**src/rtl/neuron_scan_ctrl_if.sv**
```systemverilog
// Scan-controller bundle: request/abort/config from the sequencer, neuron
// selection and sample handshake back to it and the analog-mux decoder.
interface neuron_scan_ctrl_if #(
  parameter int N_NEURONS = 8,
  parameter int ID_W      = 3,
  parameter int SETTLE_W  = 8
);
  logic                 start;
  logic                 abort;
  logic [N_NEURONS-1:0] enable_mask;
  logic [SETTLE_W-1:0]  settle_cycles;
  logic                 continuous;
  logic                 sample_ack;
  logic [ID_W-1:0]      id;
  logic                 sel_valid;
  logic                 sample_req;
  logic                 busy;
  logic                 done;
  logic [7:0]           frame_cnt;

  modport master (
    output start, abort, enable_mask, settle_cycles, continuous, sample_ack,
    input  id, sel_valid, sample_req, busy, done, frame_cnt
  );

  modport slave (
    input  start, abort, enable_mask, settle_cycles, continuous, sample_ack,
    output id, sel_valid, sample_req, busy, done, frame_cnt
  );
endinterface

```
**src/rtl/neuron_scan_ctrl.sv**
```systemverilog
// Walks the enabled neurons in ascending order, waiting settle_cycles+1 clocks
// per neuron for the mux to settle, then handshakes one sample per neuron.
module neuron_scan_ctrl #(
  parameter int N_NEURONS = 8,
  parameter int ID_W      = 3,
  parameter int SETTLE_W  = 8
) (
  input  logic              clk,
  input  logic              rst,
  neuron_scan_ctrl_if.slave bus
);

  typedef enum logic [1:0] {
    S_IDLE,
    S_SETTLE,
    S_SAMPLE,
    S_DONE
  } state_t;

  state_t               r_state;
  logic [N_NEURONS-1:0] r_mask;
  logic [SETTLE_W-1:0]  r_settle;
  logic [SETTLE_W-1:0]  r_cnt;
  logic [ID_W-1:0]      r_id;
  logic                 r_sel_valid;
  logic                 r_sample_req;
  logic                 r_busy;
  logic                 r_done;
  logic [7:0]           r_frame_cnt;

  logic [ID_W-1:0]      w_first_live;
  logic [ID_W-1:0]      w_first_latched;
  logic [ID_W-1:0]      w_next_id;
  logic                 w_has_next;

  // Priority pick by scanning high-to-low so the lowest qualifying bit wins.
  // NOTE: every always_comb output gets a default first, so no path leaves it unassigned and no latch is inferred.
  always_comb begin
    w_first_live    = '0;
    w_first_latched = '0;
    w_next_id       = '0;
    w_has_next      = 1'b0;
    for (int i = N_NEURONS - 1; i >= 0; i--) begin
      if (bus.enable_mask[i]) w_first_live = ID_W'(i);
      if (r_mask[i])          w_first_latched = ID_W'(i);
      if (r_mask[i] && (ID_W'(i) > r_id)) begin
        w_next_id  = ID_W'(i);
        w_has_next = 1'b1;
      end
    end
  end

  // NOTE: sequential state uses non-blocking assignments so every register samples pre-edge values.
  always_ff @(posedge clk or posedge rst) begin
    if (rst) begin
      r_state      <= S_IDLE;
      r_mask       <= '0;
      r_settle     <= '0;
      r_cnt        <= '0;
      r_id         <= '0;
      r_sel_valid  <= 1'b0;
      r_sample_req <= 1'b0;
      r_busy       <= 1'b0;
      r_done       <= 1'b0;
      r_frame_cnt  <= '0;
    end else if (bus.abort && (r_state != S_IDLE)) begin
      // Abort drops the scan silently; id and frame_cnt keep their values.
      r_state      <= S_IDLE;
      r_sel_valid  <= 1'b0;
      r_sample_req <= 1'b0;
      r_busy       <= 1'b0;
      r_done       <= 1'b0;
    end else begin
      r_done <= 1'b0;
      unique case (r_state)
        S_IDLE: begin
          if (bus.start && !bus.abort) begin
            r_frame_cnt <= '0;
            r_busy      <= 1'b1;
            if (|bus.enable_mask) begin
              r_mask      <= bus.enable_mask;
              r_settle    <= bus.settle_cycles;
              r_cnt       <= bus.settle_cycles;
              r_id        <= w_first_live;
              r_sel_valid <= 1'b1;
              r_state     <= S_SETTLE;
            end else begin
              r_done  <= 1'b1;
              r_state <= S_DONE;
            end
          end
        end
        S_SETTLE: begin
          if (r_cnt != '0) begin
            r_cnt <= r_cnt - 1'b1;
          end else begin
            r_sample_req <= 1'b1;
            r_state      <= S_SAMPLE;
          end
        end
        S_SAMPLE: begin
          if (bus.sample_ack) begin
            r_sample_req <= 1'b0;
            if (w_has_next) begin
              r_id    <= w_next_id;
              r_cnt   <= r_settle;
              r_state <= S_SETTLE;
            end else if (bus.continuous) begin
              r_id        <= w_first_latched;
              r_cnt       <= r_settle;
              r_frame_cnt <= r_frame_cnt + 8'd1;
              r_state     <= S_SETTLE;
            end else begin
              r_sel_valid <= 1'b0;
              r_done      <= 1'b1;
              r_state     <= S_DONE;
            end
          end
        end
        S_DONE: begin
          r_busy  <= 1'b0;
          r_state <= S_IDLE;
        end
      endcase
    end
  end

  assign bus.id         = r_id;
  assign bus.sel_valid  = r_sel_valid;
  assign bus.sample_req = r_sample_req;
  assign bus.busy       = r_busy;
  assign bus.done       = r_done;
  assign bus.frame_cnt  = r_frame_cnt;

endmodule

```
**src/flat_wrapper.sv**
```systemverilog
// flat-port wrapper written by rule: the top's interface ports become plain ports
module neuron_scan_ctrl_flat 
#(
  parameter int N_NEURONS = 8,
  parameter int ID_W      = 3,
  parameter int SETTLE_W  = 8
)
  (clk, rst, bus_start, bus_abort, bus_enable_mask, bus_settle_cycles, bus_continuous, bus_sample_ack, bus_id, bus_sel_valid, bus_sample_req, bus_busy, bus_done, bus_frame_cnt);
  neuron_scan_ctrl_if #(.N_NEURONS(N_NEURONS), .ID_W(ID_W), .SETTLE_W(SETTLE_W)) bus_i ();
  input  logic clk;
  input  logic rst;
  input wire logic [$bits(bus_i.start)-1:0] bus_start;
  input wire logic [$bits(bus_i.abort)-1:0] bus_abort;
  input wire logic [$bits(bus_i.enable_mask)-1:0] bus_enable_mask;
  input wire logic [$bits(bus_i.settle_cycles)-1:0] bus_settle_cycles;
  input wire logic [$bits(bus_i.continuous)-1:0] bus_continuous;
  input wire logic [$bits(bus_i.sample_ack)-1:0] bus_sample_ack;
  output wire logic [$bits(bus_i.id)-1:0] bus_id;
  output wire logic [$bits(bus_i.sel_valid)-1:0] bus_sel_valid;
  output wire logic [$bits(bus_i.sample_req)-1:0] bus_sample_req;
  output wire logic [$bits(bus_i.busy)-1:0] bus_busy;
  output wire logic [$bits(bus_i.done)-1:0] bus_done;
  output wire logic [$bits(bus_i.frame_cnt)-1:0] bus_frame_cnt;
  assign bus_i.start = bus_start;
  assign bus_i.abort = bus_abort;
  assign bus_i.enable_mask = bus_enable_mask;
  assign bus_i.settle_cycles = bus_settle_cycles;
  assign bus_i.continuous = bus_continuous;
  assign bus_i.sample_ack = bus_sample_ack;
  assign bus_id = bus_i.id;
  assign bus_sel_valid = bus_i.sel_valid;
  assign bus_sample_req = bus_i.sample_req;
  assign bus_busy = bus_i.busy;
  assign bus_done = bus_i.done;
  assign bus_frame_cnt = bus_i.frame_cnt;
  neuron_scan_ctrl #(.N_NEURONS(N_NEURONS), .ID_W(ID_W), .SETTLE_W(SETTLE_W)) u_core (.clk(clk), .rst(rst), .bus(bus_i));
endmodule
```
**config.mk**
```make
export PLATFORM = sky130hd
export DESIGN_NAME = neuron_scan_ctrl_flat
export DESIGN_NICKNAME = d
export VERILOG_FILES = /design/src/rtl/neuron_scan_ctrl_if.sv /design/src/rtl/neuron_scan_ctrl.sv /design/src/flat_wrapper.sv
export SDC_FILE = /design/constraint.sdc
export NUM_CORES = 1
export LEC_CHECK = 0
export ABC_AREA = 0
export BUFFER_PORTS_ARGS = -buffer_cell sky130_fd_sc_hd__buf_2
export CORE_ASPECT_RATIO = 1.1
export CORE_MARGIN = 4
export CORE_UTILIZATION = 30
export DETAILED_ROUTE_END_ITERATION = 8
export PLACE_DENSITY_LB_ADDON = 0.05
export SLEW_MARGIN = 20
export SYNTH_ARGS = -nofsm -noshare
export SYNTH_HDL_FRONTEND = slang
export SYNTH_SLANG_ARGS = --single-unit
export TNS_END_PERCENT = 100
```
**constraint.sdc**
```tcl
create_clock -name clk -period 2.34 [get_ports clk]
set_input_delay 0 -clock clk [delete_from_list [all_inputs] [get_ports clk]]
set_output_delay 0 -clock clk [all_outputs]
set_load 0.05 [all_outputs]
```
# Yosys cells after proc, flatten, opt, wreduce, memory -nomap -nowiden
# Index checks and enable logic that the tools add are counted.
totals:
  in_bits: 22
  ff_bits: 41
  out_inout_bits: 15
classes:
  n_reduce_logical: 28
  n_bitwise: 1
  n_lt_le_gt_ge: 8
  n_eq_ne: 16
  muxes: 79
  addsub: 2
ops:
  columns: ["operator", "n"]
  rows:
  - ["3-bit two-way mux", 29]
  - ["8-bit two-way mux", 10]
  - ["1-bit two-way mux", 25]
  - ["8-bit case mux with 3 select lines", 1]
  - ["6-bit AND reduction", 3]
  - ["8-bit case mux with 2 select lines", 1]
  - ["2-bit two-way mux", 7]
  - ["3-bit greater-than comparator, first input constant", 4]
  - ["3-bit by 2-bit inequality test with 1-bit output, second input constant", 4]
  - ["3-bit nonzero test", 4]
  - ["1-bit logical AND", 10]
  - ["8-bit by 1-bit adder with 8-bit output, second input constant", 1]
  - ["1-bit case mux with 2 select lines", 4]
  - ["2-bit case mux with 4 select lines", 1]
  - ["8-bit nonzero test", 1]
  - ["8-bit OR reduction", 1]
  - ["8-bit by 1-bit subtractor with 8-bit output, second input constant", 1]
  - ["7-bit AND reduction", 1]
  - ["1-bit by 3-bit greater-than comparator with 1-bit output, first input constant", 2]
  - ["2-bit by 3-bit greater-than comparator with 1-bit output, first input constant", 2]
  - ["2-bit by 1-bit inequality test with 1-bit output, second input constant", 3]
  - ["2-bit inequality test, second input constant", 3]
  - ["3-bit by 1-bit inequality test with 1-bit output, second input constant", 2]
  - ["3-bit case mux with 2 select lines", 1]
  - ["other kinds (10)", 13]

# Logic depth before layout (Yosys ltp)
depth:
  depth_word: 14
  depth_mapped: 8

# Worst setup path before layout
# Ideal clock, no wire load.
synth_timing:
  kind: "reg-to-reg"
  from: "register u_core.r_id[2], in the netlist u_core.bus.id[2]"
  to: "register u_core.r_id[1], in the netlist u_core.bus.id[1]"
  path_buffers: 2
  setup_time_ps: 128
  setup_slack_ps: 142
  path_stages_with_launch: 8
  arrival_time_ps: 2070
  path_cell_list: "dfrtp_1 buf_2 o21ba_2 a21oi_1 and4b_1 buf_2 a21o_1 mux2_1"
synth_between:
  elab_chain_len: 13
  word_cells_on_any_way: 37
  classes_between: "8 x order compare; 1 x eq/ne; 19 x mux; 9 x reduce/logical"
synth_rtl:
  columns: ["item", "line_no", "source"]
  rows:
  - ["start, declared", "neuron_scan_ctrl.sv:24", "logic [ID_W-1:0] r_id;"]
  - ["start signal, assigned", "neuron_scan_ctrl.sv:84", "r_id <= w_first_live;"]
  - ["start signal, assigned", "neuron_scan_ctrl.sv:105", "r_id <= w_next_id;"]
  - ["start signal, assigned", "neuron_scan_ctrl.sv:109", "r_id <= w_first_latched;"]
  - ["3-bit greater-than comparator", "neuron_scan_ctrl.sv:46", "if (r_mask[i] && (ID_W'(i) > r_id)) begin"]
  - ["1-bit logical AND", "neuron_scan_ctrl.sv:46", null]
  - ["3-bit two-way mux or 1-bit two-way mux (tied branches) (8 in a row)", "neuron_scan_ctrl.sv:46", null]
  - ["3-bit two-way mux", "neuron_scan_ctrl.sv:104", "if (w_has_next) begin"]
  - ["3-bit two-way mux", "neuron_scan_ctrl.sv:102", "if (bus.sample_ack) begin"]
  - ["3-bit case mux with 2 select lines", "neuron_scan_ctrl.sv:75", "unique case (r_state)"]
# Parallel ways exist; a longest one is shown, timed or not. The select of a mux whose other input is x is not followed.
# A chain may end at the register's enable or synchronous reset.

# Final worst setup path
layout_timing:
  from: "input bus_enable_mask[4]"
  to: "register u_core.r_mask[7]"
layout_between:
  elab_chain_len: 2
layout_rtl:
  columns: ["item", "line_no", "source"]
  rows:
  - ["start, declared", "flat_wrapper.sv:14", "input wire logic [$bits(bus_i.enable_mask)-1:0] bus_enable_mask;"]
  - ["8-bit OR reduction", "neuron_scan_ctrl.sv:80", "if (|bus.enable_mask) begin"]
  - ["4-bit AND reduction (no source line)", null, null]
  - ["end signal, assigned", "neuron_scan_ctrl.sv:81", "r_mask <= bus.enable_mask;"]
  - ["end, declared", "neuron_scan_ctrl.sv:21", "logic [N_NEURONS-1:0] r_mask;"]
# Every way passes these cells.

==> reports/metrics.yaml <==
pin_count: 37
synth.net_count: 334
timing.critical_path.cells: "dlygate4sd3_1 > buf_2 > or4_1 > or3b_4 > nand3_4 > mux2_2"
measured_slew_at_the_worst_slew_check_pin_ns: 0.510
critPathRequiredTime_ns: 2.52
insertedDiodeCount: 0
postRouteAntennaNets: 0
grtUsageMet2: 0.269
antenna_found_initial: 0
synthesis.instances: 304
core-area_um2: 8920
fin_skew_ns: 0.0115
global_route.usage.met1: 0.200
clk_path_buf_depth: 2
clockRootBuffer: "clkbuf_8"
final_cell_count_no_fill: 484
floorplan.initialDensity: 0.309
dp_hpwl_um: 5670
dp_cells: 459
post_synth_xor_area_fraction: 0.00637
critical_path.endpoint_type: "flop"
crit_family: "simple AND/OR/NAND/NOR gates"
async_flop_share: 1.00
path_max_fanout: 18
die_height_um: 108
power.ir.vdd_worst_v: 0.000575
die-area_um2: 10800
yosys-mux-area-fraction: 0.101
synth-seq-cells: 41
area_growth_syn_to_layout_pct: 24.0
combinational_family_with_the_most_area_after_synthesis: "simple AND/OR/NAND/NOR gates"
post_synth_main_area_contributors: "dfrtp_1 (37%), nand2_1 (4.6%), nor2_1 (3.8%), ha_1 (3.6%), mux2_2 (3.3%)"
synth_largest_type_area_fraction: 0.373
post-synth-top-count-cell: "dfrtp_1"
route.detailed.vias_per_inst: 5.27
worstPathArrival_ns: 2.43
clk_pin_slew_worst_paths_ns: 0.09
peak_usage_layer_in_the_global_routing_report: "met2"
yosys.area_share.simple: 0.235
period_share: 0.961
met3_usage: 0.0226
first_global_vias: 2562
post_synth_fa_ha_maj_area_fraction: 0.0364
setup_violations: 0
global_route.overflow_total: 0
yosys-top-cells-count: "dfrtp_1 (41), nand2_1 (34), nor2_1 (28)"
routed_wirelength_um: 7770
post_synth_instance_area_um2: 2750
htree_num_levels: 2
cpPeakStageDelay_ns: 0.62
hold_crit_path_type: "input port to flop"
maxClockFrequency_ghz: 0.445
clock_sink_count: 41
first_pass_iters: 4
cts_tree: "built"
most_instantiated_flip_flop_cell_in_the_synthesis_netlist: "dfrtp_1"
timing.final.hold_violations: 0
fillerInstances: 957
dieWidth_um: 99.3
timing.critical_path.from_type: "input port"
slew-limit-headroom: 0.658
finish.net_count: 399
drive_gt1_frac: 0.235
final_period_minus_worst_setup_slack_ns: 2.25
yosys.area.top_type: "dfrtp_1"
synth.yosys.seq_area_share: 0.373
number_of_buffer_and_inverter_instances_along_the_worst_setup_path: 2
synth_compound_area_frac: 0.202
syn-mean-instance-area_um2: 9.05
power.static_leakage_nw: 1.55
setup.worst_path.class: "input port to flop"
track_usage: 0.154
insertion_delay_ns: 0.30
placement.io_buffers: 36
maximum_number_of_pins_on_one_net_before_global_route_repair: 29
drv_cap: 0
vias: 2550
drc: 0
slew_viol_final: 0
globalplace.congestion: 0.843
grt_pass1_wl_um: 13200
synth-edff-count: 0
drtIter0Drc: 81
critical_path.slowest_cell: "or4_1"
rsz0062_at_grt: "no"
outcome: "finished, final reports clean"
setup_tns_after_final_layout_ns: 0
synth-warning-count: 0
wl_per_cell_um: 16.0
synth_cell_types: 59
number_of_clock_buffers_inserted_by_tritoncts: 5
power_density_nw_per_um2: 1250
placementRows: 36
## final timing paths
kind,start,to,cells after the start,slack [ns]
max,bus_enable_mask[4],u_core.r_mask[7],6,0.09
min reg2reg,u_core.r_settle[6],u_core.r_settle[6],1,0.51
max in group asynchronous,rst,u_core.r_cnt[4],4,1.39
min in group asynchronous,rst,u_core.r_settle[5],3,0.21
min,bus_abort,u_core.bus.busy,2,0.02
max reg2reg,u_core.r_state[0],u_core.bus.frame_cnt[7],6,0.21
## logic make-up (layout without fill, tap and decap cells)
group,count (synthesis),after routing
AOI/OAI and AO/OA,78,78
adders and majority gates,8,8
muxes,23,23
buffers and inverters,29,95
and+or+nand+nor,123,123
xor gates and xnor gates,2,2
DFF,41,41
## layout by cell type, fill, tap and decap left out, types with 3 or more instances in the layout
cell	netlist	routed
a32oi_1	4	4
dfrtp_1	41	41
a31oi_1	5	5
mux2_2	8	8
clkbuf_8	0	7
nor2b_1	7	7
nor4_1	3	3
nor3_1	10	10
nand2_1	34	34
nand3_1	12	12
dlygate4sd3_1	0	16
nor2_1	28	28
inv_1	15	14
o311ai_0	3	3
mux2_1	5	5
a21oi_1	14	14
ha_1	8	8
a22oi_1	5	5
o21ai_0	14	14
o211ai_1	3	3
nand4_1	4	4
mux2_4	6	6
nand2b_1	7	7
buf_2	4	36
o31ai_1	5	5
or4_1	4	4
mux2i_1	4	4
buf_4	0	20
## state kept, by name, summed over array words and instances, names as in the netlist
register,flops
u_core.r_cnt,8
u_core.bus.sample_req,1
u_core.bus.busy,1
u_core.r_settle,8
u_core.bus.done,1
u_core.r_state,2
u_core.bus.sel_valid,1
u_core.bus.frame_cnt,8
u_core.r_mask,8
u_core.bus.id,3
## worst reg2reg max path, delay by kind of cell, from the launching register on
family / cells / cell delay (ns)
flops: 1 / 0.41
fa+ha+maj: 1 / 0.26
buf+inv: 1 / 0.10
simple gates: 4 / 1.32
## final cells by class
cell class	count	area, µm²	share of cell area
Clock buffer	7	96.3	0.0282
Clock inverter	1	5.00	0.00147
Inverter	15	56.3	0.0165
Multi-Input combinational cell	234	1600	0.468
Sequential cell	41	1030	0.301
Tap cell	114	143	0.0418
Timing Repair Buffer	72	490	0.144
## metrics by stage
stage	hold slack (ns)	power [mW]	utilization	worst slack, ns	area [µm²]
2_1_floorplan	0.149	3.01	-	0.142	2750
3_3_place_gp	-0.00605	3.74	0.352	0.194	3140
3_5_place_dp	-0.00911	3.73	0.352	0.157	3140
4_1_cts	0.0150	4.31	0.382	0.0985	3400
5_1_grt	0.0341	4.67	0.383	0.0283	3410
6_report	0.0183	4.27	0.383	0.0924	3410
## repair_timing
action / in CTS / in global routing
buffers inserted: 0 / 1
hold endpoints to repair: 28 / 0
hold buffers: 16 / 0
setup endpoints to repair: 0 / 3
resized for setup: 0 / 0
## power breakdown
group          total (mW)  internal, mW  switching (mW)
combinational        2.40          1.01            1.39
sequential           1.33          1.02           0.311
clock               0.545         0.268           0.277
## metal layers
| layer | wire length (µm) | up-vias |
|---|---|---|
| li1 | - | 1257 |
| met3 | 226 | 4 |
| met1 | 3510 | 1246 |
| met5 | 0 | - |
| met4 | 61 | 0 |
| met2 | 3970 | 43 |
Note: power is estimated with default switching activity, not from simulation.
